File: src/rtl/eeprom_req_seq_pkg.sv
// Shared constants for the EEPROM request sequencer.
//   - Engine command codes driven on start_sig.
//   - FSM state encodings (3-bit, legacy-compatible localparams).
//   - Default tWR / timeout cycle counts for a 50 MHz sysclk.
package eeprom_req_seq_pkg;

  // Engine command codes
  localparam logic [1:0] CMD_IDLE = 2'b00;
  localparam logic [1:0] CMD_WR   = 2'b01;
  localparam logic [1:0] CMD_RD   = 2'b10;

  // FSM state encodings
  localparam logic [2:0] ST_IDLE = 3'd0;
  localparam logic [2:0] ST_CMD  = 3'd1;
  localparam logic [2:0] ST_TWR  = 3'd2;
  localparam logic [2:0] ST_RESP = 3'd3;
  localparam logic [2:0] ST_GAP  = 3'd4;

  // 5 ms write-cycle time and 50 ms engine timeout at 50 MHz
  localparam int unsigned TWR_CYCLES_DEF = 250000;
  localparam int unsigned TO_CYCLES_DEF  = 2500000;
  localparam int          CNT_W_DEF      = 22;

endpackage

File: src/rtl/eeprom_req_seq.sv
// Request sequencer in front of the I2C byte engine (iic_com) on the
// AT24C EEPROM path. Takes single-byte read/write requests, holds the
// engine's level start_sig until done_sig, waits out tWR after writes,
// and returns a one-cycle response per request.
//
// Handshake: a request transfers on the rising sysclk edge where
// req_valid && req_ready are both high; req_ready is high only while idle,
// and the request inputs are ignored at every other time.
//
// Ports:
//   sysclk, rst_n           clock, async active-low reset
//   req_valid/req_ready     request handshake
//   req_we/addr/wdata       request payload
//   rsp_valid/we/rdata      one-cycle response pulse + payload
//   err                     sticky timeout flag, cleared on next accept
//   start_sig/addr_sig/wrdata  command to engine
//   rddata/done_sig         result from engine
//   dbg_state               current FSM state
module eeprom_req_seq
  import eeprom_req_seq_pkg::*;
#(
  parameter int unsigned TWR_CYCLES = TWR_CYCLES_DEF,
  parameter int unsigned TO_CYCLES  = TO_CYCLES_DEF,
  parameter int          CNT_W      = CNT_W_DEF
) (
  input  logic       sysclk,
  input  logic       rst_n,
  input  logic       req_valid,
  output logic       req_ready,
  input  logic       req_we,
  input  logic [7:0] req_addr,
  input  logic [7:0] req_wdata,
  output logic       rsp_valid,
  output logic       rsp_we,
  output logic [7:0] rsp_rdata,
  output logic       err,
  output logic [1:0] start_sig,
  output logic [7:0] addr_sig,
  output logic [7:0] wrdata,
  input  logic [7:0] rddata,
  input  logic       done_sig,
  output logic [2:0] dbg_state
);

  localparam logic [CNT_W-1:0] TO_LAST  = CNT_W'(TO_CYCLES - 1);
  localparam logic [CNT_W-1:0] TWR_LAST = CNT_W'(TWR_CYCLES - 1);

  logic [2:0]       state_q, state_d;
  logic [CNT_W-1:0] cnt_q, cnt_d;
  logic             we_q, we_d;
  logic [7:0]       addr_q, addr_d;
  logic [7:0]       wdata_q, wdata_d;
  logic [1:0]       start_q, start_d;
  logic [7:0]       rdata_q, rdata_d;
  logic             err_q, err_d;
  logic             ready_q, ready_d;
  logic             rsp_valid_q, rsp_valid_d;
  logic             rsp_we_q, rsp_we_d;

  always_comb begin
    state_d = state_q;
    cnt_d   = cnt_q;
    we_d    = we_q;
    addr_d  = addr_q;
    wdata_d = wdata_q;
    start_d = start_q;
    rdata_d = rdata_q;
    err_d   = err_q;

    case (state_q)
      ST_IDLE: begin
        // ready_q (not the state) gates acceptance so nothing is taken
        // in the first cycle after reset release.
        if (req_valid && ready_q) begin
          we_d    = req_we;
          addr_d  = req_addr;
          wdata_d = req_wdata;
          err_d   = 1'b0;
          cnt_d   = '0;
          start_d = req_we ? CMD_WR : CMD_RD;
          state_d = ST_CMD;
        end
      end
      ST_CMD: begin
        if (done_sig) begin
          start_d = CMD_IDLE;
          rdata_d = we_q ? 8'h00 : rddata;
          cnt_d   = '0;
          state_d = we_q ? ST_TWR : ST_RESP;
        end else if (cnt_q == TO_LAST) begin
          // Engine cannot be aborted mid-byte: keep start held, flag the
          // timeout and let the counter saturate.
          err_d = 1'b1;
        end else begin
          cnt_d = cnt_q + 1'b1;
        end
      end
      ST_TWR: begin
        if (cnt_q == TWR_LAST) begin
          cnt_d   = '0;
          state_d = ST_RESP;
        end else begin
          cnt_d = cnt_q + 1'b1;
        end
      end
      ST_RESP: state_d = ST_GAP;
      ST_GAP:  state_d = ST_IDLE;
      default: state_d = ST_IDLE;
    endcase

    // Registered outputs follow the next state so they line up with it.
    ready_d     = (state_d == ST_IDLE);
    rsp_valid_d = (state_d == ST_RESP);
    rsp_we_d    = (state_d == ST_RESP) && we_q;
  end

  always_ff @(posedge sysclk or negedge rst_n) begin
    if (!rst_n) begin
      state_q     <= ST_IDLE;
      cnt_q       <= '0;
      we_q        <= 1'b0;
      addr_q      <= 8'h00;
      wdata_q     <= 8'h00;
      start_q     <= CMD_IDLE;
      rdata_q     <= 8'h00;
      err_q       <= 1'b0;
      ready_q     <= 1'b0;
      rsp_valid_q <= 1'b0;
      rsp_we_q    <= 1'b0;
    end else begin
      state_q     <= state_d;
      cnt_q       <= cnt_d;
      we_q        <= we_d;
      addr_q      <= addr_d;
      wdata_q     <= wdata_d;
      start_q     <= start_d;
      rdata_q     <= rdata_d;
      err_q       <= err_d;
      ready_q     <= ready_d;
      rsp_valid_q <= rsp_valid_d;
      rsp_we_q    <= rsp_we_d;
    end
  end

  assign req_ready = ready_q;
  assign rsp_valid = rsp_valid_q;
  assign rsp_we    = rsp_we_q;
  assign rsp_rdata = rdata_q;
  assign err       = err_q;
  assign start_sig = start_q;
  assign addr_sig  = addr_q;
  assign wrdata    = wdata_q;
  assign dbg_state = state_q;

endmodule

File: config.mk
export PLATFORM = sky130hd
export DESIGN_NAME = eeprom_req_seq
export DESIGN_NICKNAME = d
export VERILOG_FILES = /design/src/rtl/eeprom_req_seq_pkg.sv /design/src/rtl/eeprom_req_seq.sv
export SDC_FILE = /design/constraint.sdc
export NUM_CORES = 1
export LEC_CHECK = 0
export CORE_ASPECT_RATIO = 0.6
export CORE_MARGIN = 4
export CORE_UTILIZATION = 45
export DETAILED_ROUTE_END_ITERATION = 16
export PLACE_DENSITY = 0.81
export SLEW_MARGIN = 40
export SYNTH_ARGS = -nofsm -noshare
export SYNTH_HDL_FRONTEND = slang
export SYNTH_SLANG_ARGS = --single-unit
File: constraint.sdc
create_clock -name sysclk -period 3 [get_ports sysclk]
set_clock_uncertainty 0.15 [all_clocks]
set_input_delay 0.45 -clock sysclk [delete_from_list [all_inputs] [get_ports sysclk]]
set_output_delay 0.45 -clock sysclk [all_outputs]
set_load 0.01 [all_outputs]
# After elaboration in Yosys (flattened, before gate mapping)
# Index checks and enable logic that the tools add are counted.
[totals] regBits=56 inputBits=29 elab_cells=53
[op_classes] addsub=1 n_eq_ne=11 muxes=19 reduce_logical=11
[ops] op="$mux W22" count=4
[ops] op="$pmux W22 S3" count=1
[ops] op="$add A22 B1 Y22 const B" count=1
[ops] op="$eq A22 B18 Y1 const B" count=1
[ops] op="$eq A22 B22 Y1 const B" count=1
[ops] op="$pmux W3 S4" count=1
[ops] op="$eq A3 B2 Y1 const B" count=3
[ops] op="$mux W3" count=3
[ops] op="$mux W8" count=1
[ops] op="$ne A2 B2 Y1 const B" count=4
[ops] op="$logic_not A3 Y1" count=2
[ops] op="$mux W2" count=3
[ops] op="$reduce_and A3 Y1" count=2
[ops] op="$mux W1" count=4
[ops] op="$pmux W2 S2" count=1
[ops] op="$reduce_and A2 Y1" count=2
[ops] op="$reduce_and A4 Y1" count=1
[ops] op="$eq A3 B1 Y1 const B" count=1
[ops] op="$ne A3 B3 Y1 const B" count=1
[ops] op="$reduce_bool A3 Y1" count=1
[ops] op="$logic_and A1 B1 Y1" count=2
[ops] op="$pmux W1 S2" count=1
[ops] op="$reduce_bool A2 Y1" count=1

# Depth between registers and ports, before layout
# Gate-level depths: netlist of the first run.
[depth] depth_word=5 depth_mapped=8 depth_no_buf=6

# Worst setup path after synthesis of the first run
# Ideal clock, no wire load.
[synth_path] path_kind="flip-flop to flip-flop" startpoint="register cnt_q[10]" endpoint="register cnt_q[17]" setup_ns=0.130 arrival_time_ns=1.884 setup_slack_ns=0.836 stages_incl_launch_ff=7 synth_period_minus_slack_ns=2.164 cell_sequence="dfrtp_1 > or4_4 > o41a_4 > nand2b_2 > buf_6 > buf_12 > o31ai_2"
[synth_between] elab_chain_len=4
[synth_lines] element="start: declaration" line="eeprom_req_seq.sv:49" source="logic [CNT_W-1:0] cnt_q, cnt_d;"
[synth_lines] element="start signal: assignment" line="eeprom_req_seq.sv:132" source="cnt_q <= cnt_d;"
[synth_lines] element="$add A22 B1 Y22" line="eeprom_req_seq.sv:95, eeprom_req_seq.sv:103"
[synth_lines] element="$mux W22" line="eeprom_req_seq.sv:90" source="end else if (cnt_q == TO_LAST) begin"
[synth_lines] element="$mux W22" line="eeprom_req_seq.sv:85" source="if (done_sig) begin"
[synth_lines] element="$pmux W22 S3" line="eeprom_req_seq.sv:70" source="case (state_q)"
# Several ways; a longest one is shown, not always the timed one. The select of a mux whose other input is x is not followed.
# A chain may end at the register's enable or synchronous reset.

# Worst setup path after layout of the first run
[layout_path] startpoint="register cnt_q[9]" endpoint="register cnt_q[13]"
# The elaborated chain is that of the path after synthesis.

==> impl_metrics.json, run 1 <==
{
  "tritoncts": "done",
  "critPathArrivalTime_ns": 2.60,
  "io_buffers": 61,
  "ios": 62,
  "hold_class": "input port to asynchronous set/reset pin",
  "p_seq_share_pct": 62.1,
  "insertion_delay_ns": 0.31,
  "avgViaCountPerCell": 5.69,
  "synth_top_family_by_area": "simple AND/OR/NAND/NOR gates",
  "numCtsBuffers": 5,
  "grt_pass1_wl_um": 11200,
  "path_clk_slew_ns": 0.10,
  "fin_crit_sh_pct": 85.5,
  "critPathKind": "flip-flop to flip-flop",
  "drt_first_pass_iters": 5,
  "async_flop_share_pct": 100,
  "swShare_pct": 21.6,
  "finalSetupViolCount": 0,
  "yosys.area_share.simple_pct": 21.3,
  "die_w_um": 110,
  "timing.rr.end": "cnt_q[13]$_DFFE_PN0P_",
  "dp_hpwl_um": 4970,
  "endpoint_kind": "flip-flop",
  "r2r_start": "cnt_q[9]$_DFFE_PN0P_",
  "num_antenna_cells": 0,
  "nFillCells": 495,
  "ctsResizeCount": 0,
  "fmax_mhz": 390,
  "final_util_pct": 61.2,
  "start_kind": "flip-flop",
  "slew_headroom_pct": 47.7,
  "overflow": 0,
  "syn-num-nets": 295,
  "yosys.area_share.adder_pct": 0.447,
  "yosysSeqAreaShare_pct": 50.0,
  "synth_area_mm2": 0.00280,
  "maxSlewViolCount": 0,
  "drive_above_1_share_pct": 15.4,
  "antenna_found_initial": 0,
  "r2r_cells": 5,
  "post_cts_buffers": 0,
  "synth_edf_count": 0,
  "worstPathMaxFanout": 9,
  "num_rows": 21,
  "startpoint": "cnt_q[9]$_DFFE_PN0P_",
  "cp-endpoint": "cnt_q[13]$_DFFE_PN0P_",
  "drc": 0,
  "synth-compound-area-share_pct": 16.6,
  "grt_pass1_vias": 2159,
  "synth.distinct_cells": 56,
  "p_int_uw": 953,
  "routabilityCongestion": 0.921,
  "tns_ns": 0,
  "grt_max_degree": 57,
  "synthFlopType": "dfrtp_1",
  "cts_buffer_depth": 2,
  "grtUsageTotal_pct": 18.7,
  "areaGrowthSynthToFinish_pct": 26.8,
  "cts_root_buf": "clkbuf_8",
  "power.density_mw_per_mm2": 342,
  "leakage_uw": 0.00153,
  "status": "completed",
  "syn_inst": 265,
  "maxCapViolCount": 0,
  "p_comb_share_pct": 4.2,
  "rrSetupSlack_ns": 0.44,
  "routed_wl_um": 6740,
  "synth_mux_area_share_pct": 6.79,
  "nets": 353,
  "ctsHoldBuffers": 0,
  "h-tree-depth": 2,
  "drtAntennaViolNets": 0,
  "postSynthAreaPerCell_um2": 10.6,
  "period_needed_ns": 2.56,
  "hold_viol": 0,
  "yosys_register_bits": 56,
  "ir_drop_uv": 197,
  "multi_input_area_mm2": 0.00128,
  "start_util_pct": 48.2,
  "synth_xor_area_share_pct": 0.313,
  "wl_per_cell_um": 16.7,
  "rsz0062_at_grt": "false",
  "switching_power_uw": 263,
  "cts_sinks": 56,
  "core_area_mm2": 0.00581,
  "drtIter0Drc": 173,
  "regArea_mm2": 0.00140,
  "die_h_um": 69.1,
  "required_ns": 3.03,
  "clock_power_share_pct": 33.8,
  "max_slew.worst_pin.slew_ns": 0.776,
  "ys_warn_count": 0,
  "vias": 2300,
  "dieArea_mm2": 0.00759
}
cells by family (layout without fill, tap and decap cells):
logic type / after synthesis / count (layout)
AOI/OAI and AO/OA: 56 / 56
xor gates and xnor gates: 1 / 1
adders and majority gates: 1 / 1
buffers and inverters: 24 / 83
DFF: 56 / 56
muxes: 17 / 17
and+or+nand+nor: 110 / 110
cells in the mapped netlist (3+ instances only):
library cell   n  area, um^2
nor3_1         3        15.0
a22oi_1        7        52.6
o31ai_2        7        87.6
dfrtp_1       56        1400
or4_1          4        30.0
o21ai_2        3        26.3
buf_2          5        25.0
o311ai_1       3        26.3
and3_1         3        18.8
a2bb2oi_1      3        26.3
nand3_1       17        85.1
nor2_1         7        26.3
and2_1         3        18.8
nor4b_1        3        26.3
nor4_1         3        18.8
mux2_2        16         180
o21ai_0       13        65.1
nand2_1       39         146
inv_1          8        30.0
nand4_1        8        50.1
clkbuf_1       5        18.8
a21boi_0       3        22.5
registers in the layout, indices dropped and copies added (netlist names):
| signal | cells |
|---|---|
| cnt_q | 22 |
| addr_sig | 8 |
| rsp_rdata | 8 |
| wrdata | 8 |
| dbg_state | 3 |
| start_sig | 2 |
| err | 1 |
| req_ready | 1 |
| rsp_valid | 1 |
| rsp_we | 1 |
| we_q | 1 |
through the flow:
step	total power [uW]	hold WS (ns)	worst slack, ns	instances	cell area (um^2)
2_1_floorplan	770	0.00441	0.836	265	2800
3_3_place_gp	821	0.310	0.388	396	3460
3_5_place_dp	822	0.322	0.287	396	3460
4_1_cts	1240	0.138	0.521	404	3540
5_1_grt	1280	0.169	0.314	404	3550
6_report	1220	0.111	0.436	404	3550
layout make-up:
type	instances	share of cell area, %
Clock inverter	2	0.458
Tap cell	80	2.82
Clock buffer	6	2.04
Inverter	9	0.951
Multi-Input combinational cell	185	36.2
Sequential cell	56	39.5
Timing Repair Buffer	66	18.1
per-layer routing:
layer,up-vias,track usage (%),wire length [um]
met2,60,25.9,3060
met5,-,0,0
met4,0,5.53,106
met1,1143,28.8,3230
li1,1088,-,-
met3,9,4.20,337
placed cells by master, fill, tap and decap left out, drive strengths merged, types with 2 or more instances in the layout:
cell type	synthesis	layout
clkdlybuf4s50	0	60
dfrtp	56	56
nand2	39	39
nand3	17	17
o21ai	17	17
mux2	16	16
nand4	8	8
inv	8	8
nor2	7	7
o31ai	7	7
a22oi	7	7
clkbuf	5	6
buf	10	6
or4	5	5
o311ai	5	5
nor4	4	4
nor4b	3	3
and2	3	3
and3	3	3
nor3	3	3
a2bb2oi	3	3
a21boi	3	3
nand2b	3	3
o41ai	3	3
and3b	2	2
nand3b	2	2
or3	2	2
nor3b	2	2
or2	2	2
a31oi	2	2
nor2b	2	2
a21oi	2	2
clkinv	1	2
critical path: stages (launching register included):
cell	delay, ns
dfrtp_1	0.49
nor4b_1	0.37
nand3_1	0.27
o41ai_2	0.76
a2bb2oi_1	0.29
o41ai_2	0.10
power groups by stage:
stage | clock (uW) | combinational (uW) | sequential (uW)
final | 410 | 50.8 | 754
after global routing | 465 | 56.7 | 754
after CTS | 434 | 52.9 | 754
after detailed placement | 0 | 52.7 | 769
after global placement | 0 | 52.1 | 769
after floorplan | 0 | 0.244 | 769
worst min-delay path by stage:
stage          cells past startpoint                        to                      from  slack, ns
2_1_floorplan                      0   addr_sig[0]$_DFFE_PN0P_                     rst_n      0.004
3_3_place_gp                       2  rsp_rdata[0]$_DFFE_PN0P_  rsp_rdata[0]$_DFFE_PN0P_       0.31
4_1_cts                            2      cnt_q[0]$_DFFE_PN0P_                     rst_n       0.14
3_5_place_dp                       2  rsp_rdata[2]$_DFFE_PN0P_  rsp_rdata[2]$_DFFE_PN0P_       0.32
5_1_grt                            2      cnt_q[1]$_DFFE_PN0P_                     rst_n       0.17
6_report                           2      cnt_q[3]$_DFFE_PN0P_                     rst_n       0.11
(Power assumes the default switching activity.)
==> run 2, diff against run 1 <==
SETUP_SLACK_MARGIN = 0.3   (was unset)
==> results of run 2 <==
No change in the layout: final DEF, timing and power equal those of run 1.
==> run 3, diff against run 2 <==
SLEW_MARGIN = 25   (was 40)
==> run 3 against run 2 <==
Effect of this change:
- sequential cell count stayed put
- die area is the same
- sequential share of layout area up 0.070 points
- first-iteration DRC count rose by 15%
- count of clock-buffer cells in the layout did not move
==> impl_metrics.json, run 3 (same netlist as run 1, synthesis figures left out) <==
{
  "slew_headroom_pct": 48.2,
  "avgViaCountPerCell": 5.71,
  "placed_cell_area_mm2": 0.00346,
  "leakage_uw": 0.00153,
  "r2r_cells": 5,
  "dieArea_mm2": 0.00759,
  "drive_above_1_share_pct": 15.1,
  "fin_crit_sh_pct": 84.1,
  "required_ns": 3.03,
  "swShare_pct": 21.6,
  "max_slew.worst_pin.slew_ns": 0.770,
  "path_clk_slew_ns": 0.10,
  "ios": 62,
  "drt_first_pass_iters": 4,
  "num_rows": 21,
  "areaGrowthSynthToFinish_pct": 26.6,
  "num_antenna_cells": 0,
  "period_needed_ns": 2.52,
  "drtAntennaViolNets": 0,
  "ctsHoldBuffers": 0,
  "layoutNonFillerInstCount": 404,
  "p_comb_share_pct": 4.2,
  "maxCapViolCount": 0,
  "routabilityCongestion": 0.921,
  "cts_buffer_depth": 2,
  "cts_root_buf": "clkbuf_8",
  "antenna_found_initial": 0,
  "grt_max_degree": 57,
  "start_util_pct": 48.2,
  "clock_power_share_pct": 33.8,
  "timing.rr.end": "cnt_q[13]$_DFFE_PN0P_",
  "maxSlewViolCount": 0,
  "grt_pass1_vias": 2159,
  "critPathArrivalTime_ns": 2.55,
  "tns_ns": 0,
  "drc": 0,
  "r2r_start": "cnt_q[9]$_DFFE_PN0P_",
  "endpoint_kind": "flip-flop",
  "ctsResizeCount": 0,
  "design_area_mm2": 0.00354,
  "wl_per_cell_um": 16.5,
  "grt_pass1_wl_um": 11200,
  "dp_cells": 396,
  "largest_register_ff_count": 22,
  "p_int_uw": 953,
  "routed_wl_um": 6650,
  "rsz0062_at_grt": "false",
  "drtIter0Drc": 199,
  "critPathKind": "flip-flop to flip-flop",
  "die_w_um": 110,
  "insertion_delay_ns": 0.31,
  "power.density_mw_per_mm2": 343,
  "rrSetupSlack_ns": 0.48,
  "h-tree-depth": 2,
  "overflow": 0,
  "status": "completed",
  "power_uw": 1220,
  "mostFrequentLayoutCells": "clkdlybuf4s50_1, dfrtp_1, nand2_1, nand3_1, mux2_2",
  "switching_power_uw": 263,
  "holdWs_ns": 0.108,
  "mostFrequentLayoutCell": "clkdlybuf4s50_1",
  "io_buffers": 61,
  "fmax_mhz": 396,
  "dp_hpwl_um": 4970,
  "p_seq_share_pct": 62.1,
  "regMostFlops": "cnt_q",
  "core_area_mm2": 0.00581,
  "finalSetupViolCount": 0,
  "grtUsageTotal_pct": 18.7,
  "post_cts_buffers": 0,
  "tritoncts": "done",
  "die_h_um": 69.1,
  "hold_class": "input port to asynchronous set/reset pin",
  "vias": 2306,
  "ir_drop_uv": 197,
  "nets": 353,
  "numCtsBuffers": 5,
  "start_kind": "flip-flop",
  "cts_sinks": 56,
  "worstPathMaxFanout": 9,
  "hold_viol": 0
}
-- run 3: final cells by class --
cell class | count | area, um^2
repair buffers | 66 | 643
fillers | 495 | 2260
clock buffers | 6 | 72.6
well taps | 80 | 100
clock inverters | 2 | 16.3
flip-flops and latches | 56 | 1400
multi-input cells | 185 | 1280
inverters | 9 | 33.8
-- run 3: worst max-delay path by stage --
| stage | to | from | depth (start not counted) |
|---|---|---|---|
| floorplan | cnt_q[17]$_DFFE_PN0P_ | cnt_q[10]$_DFFE_PN0P_ | 6 |
| detailed placement | cnt_q[2]$_DFFE_PN0P_ | done_sig | 6 |
| finish | cnt_q[13]$_DFFE_PN0P_ | cnt_q[9]$_DFFE_PN0P_ | 5 |
| global placement | cnt_q[11]$_DFFE_PN0P_ | done_sig | 6 |
| CTS | cnt_q[13]$_DFFE_PN0P_ | cnt_q[9]$_DFFE_PN0P_ | 5 |
| global route | cnt_q[4]$_DFFE_PN0P_ | cnt_q[9]$_DFFE_PN0P_ | 5 |
-- run 3: metrics by stage --
stage | worst slack (ns) | utilization [%]
after floorplan | 0.836 | -
after global placement | 0.388 | 59.5
after detailed placement | 0.287 | 59.5
after CTS | 0.521 | 61.0
after global routing | 0.342 | 61.0
final | 0.477 | 61.0
-- run 3: critical path, stage by stage (launching register included) --
cell and delay (ns):
dfrtp_1 0.49, nor4b_1 0.37, nand3_1 0.27, o41ai_2 0.73, a2bb2oi_1 0.29, o41ai_2 0.10
-- run 3: power by group through the flow --
stage / logic [uW] / registers, uW / clock network, uW
2_1_floorplan: 0.244 / 769 / 0
3_3_place_gp: 52.1 / 769 / 0
4_1_cts: 52.9 / 754 / 434
6_report: 50.9 / 754 / 410
5_1_grt: 56.7 / 754 / 465
3_5_place_dp: 52.7 / 769 / 0
-- run 3: layer usage --
metal	routed length (um)	vias up	GRT usage (%)
met5	0	-	0
met4	106	0	5.53
met3	386	9	4.20
li1	-	1089	-
met2	2990	77	25.9
met1	3160	1131	28.8
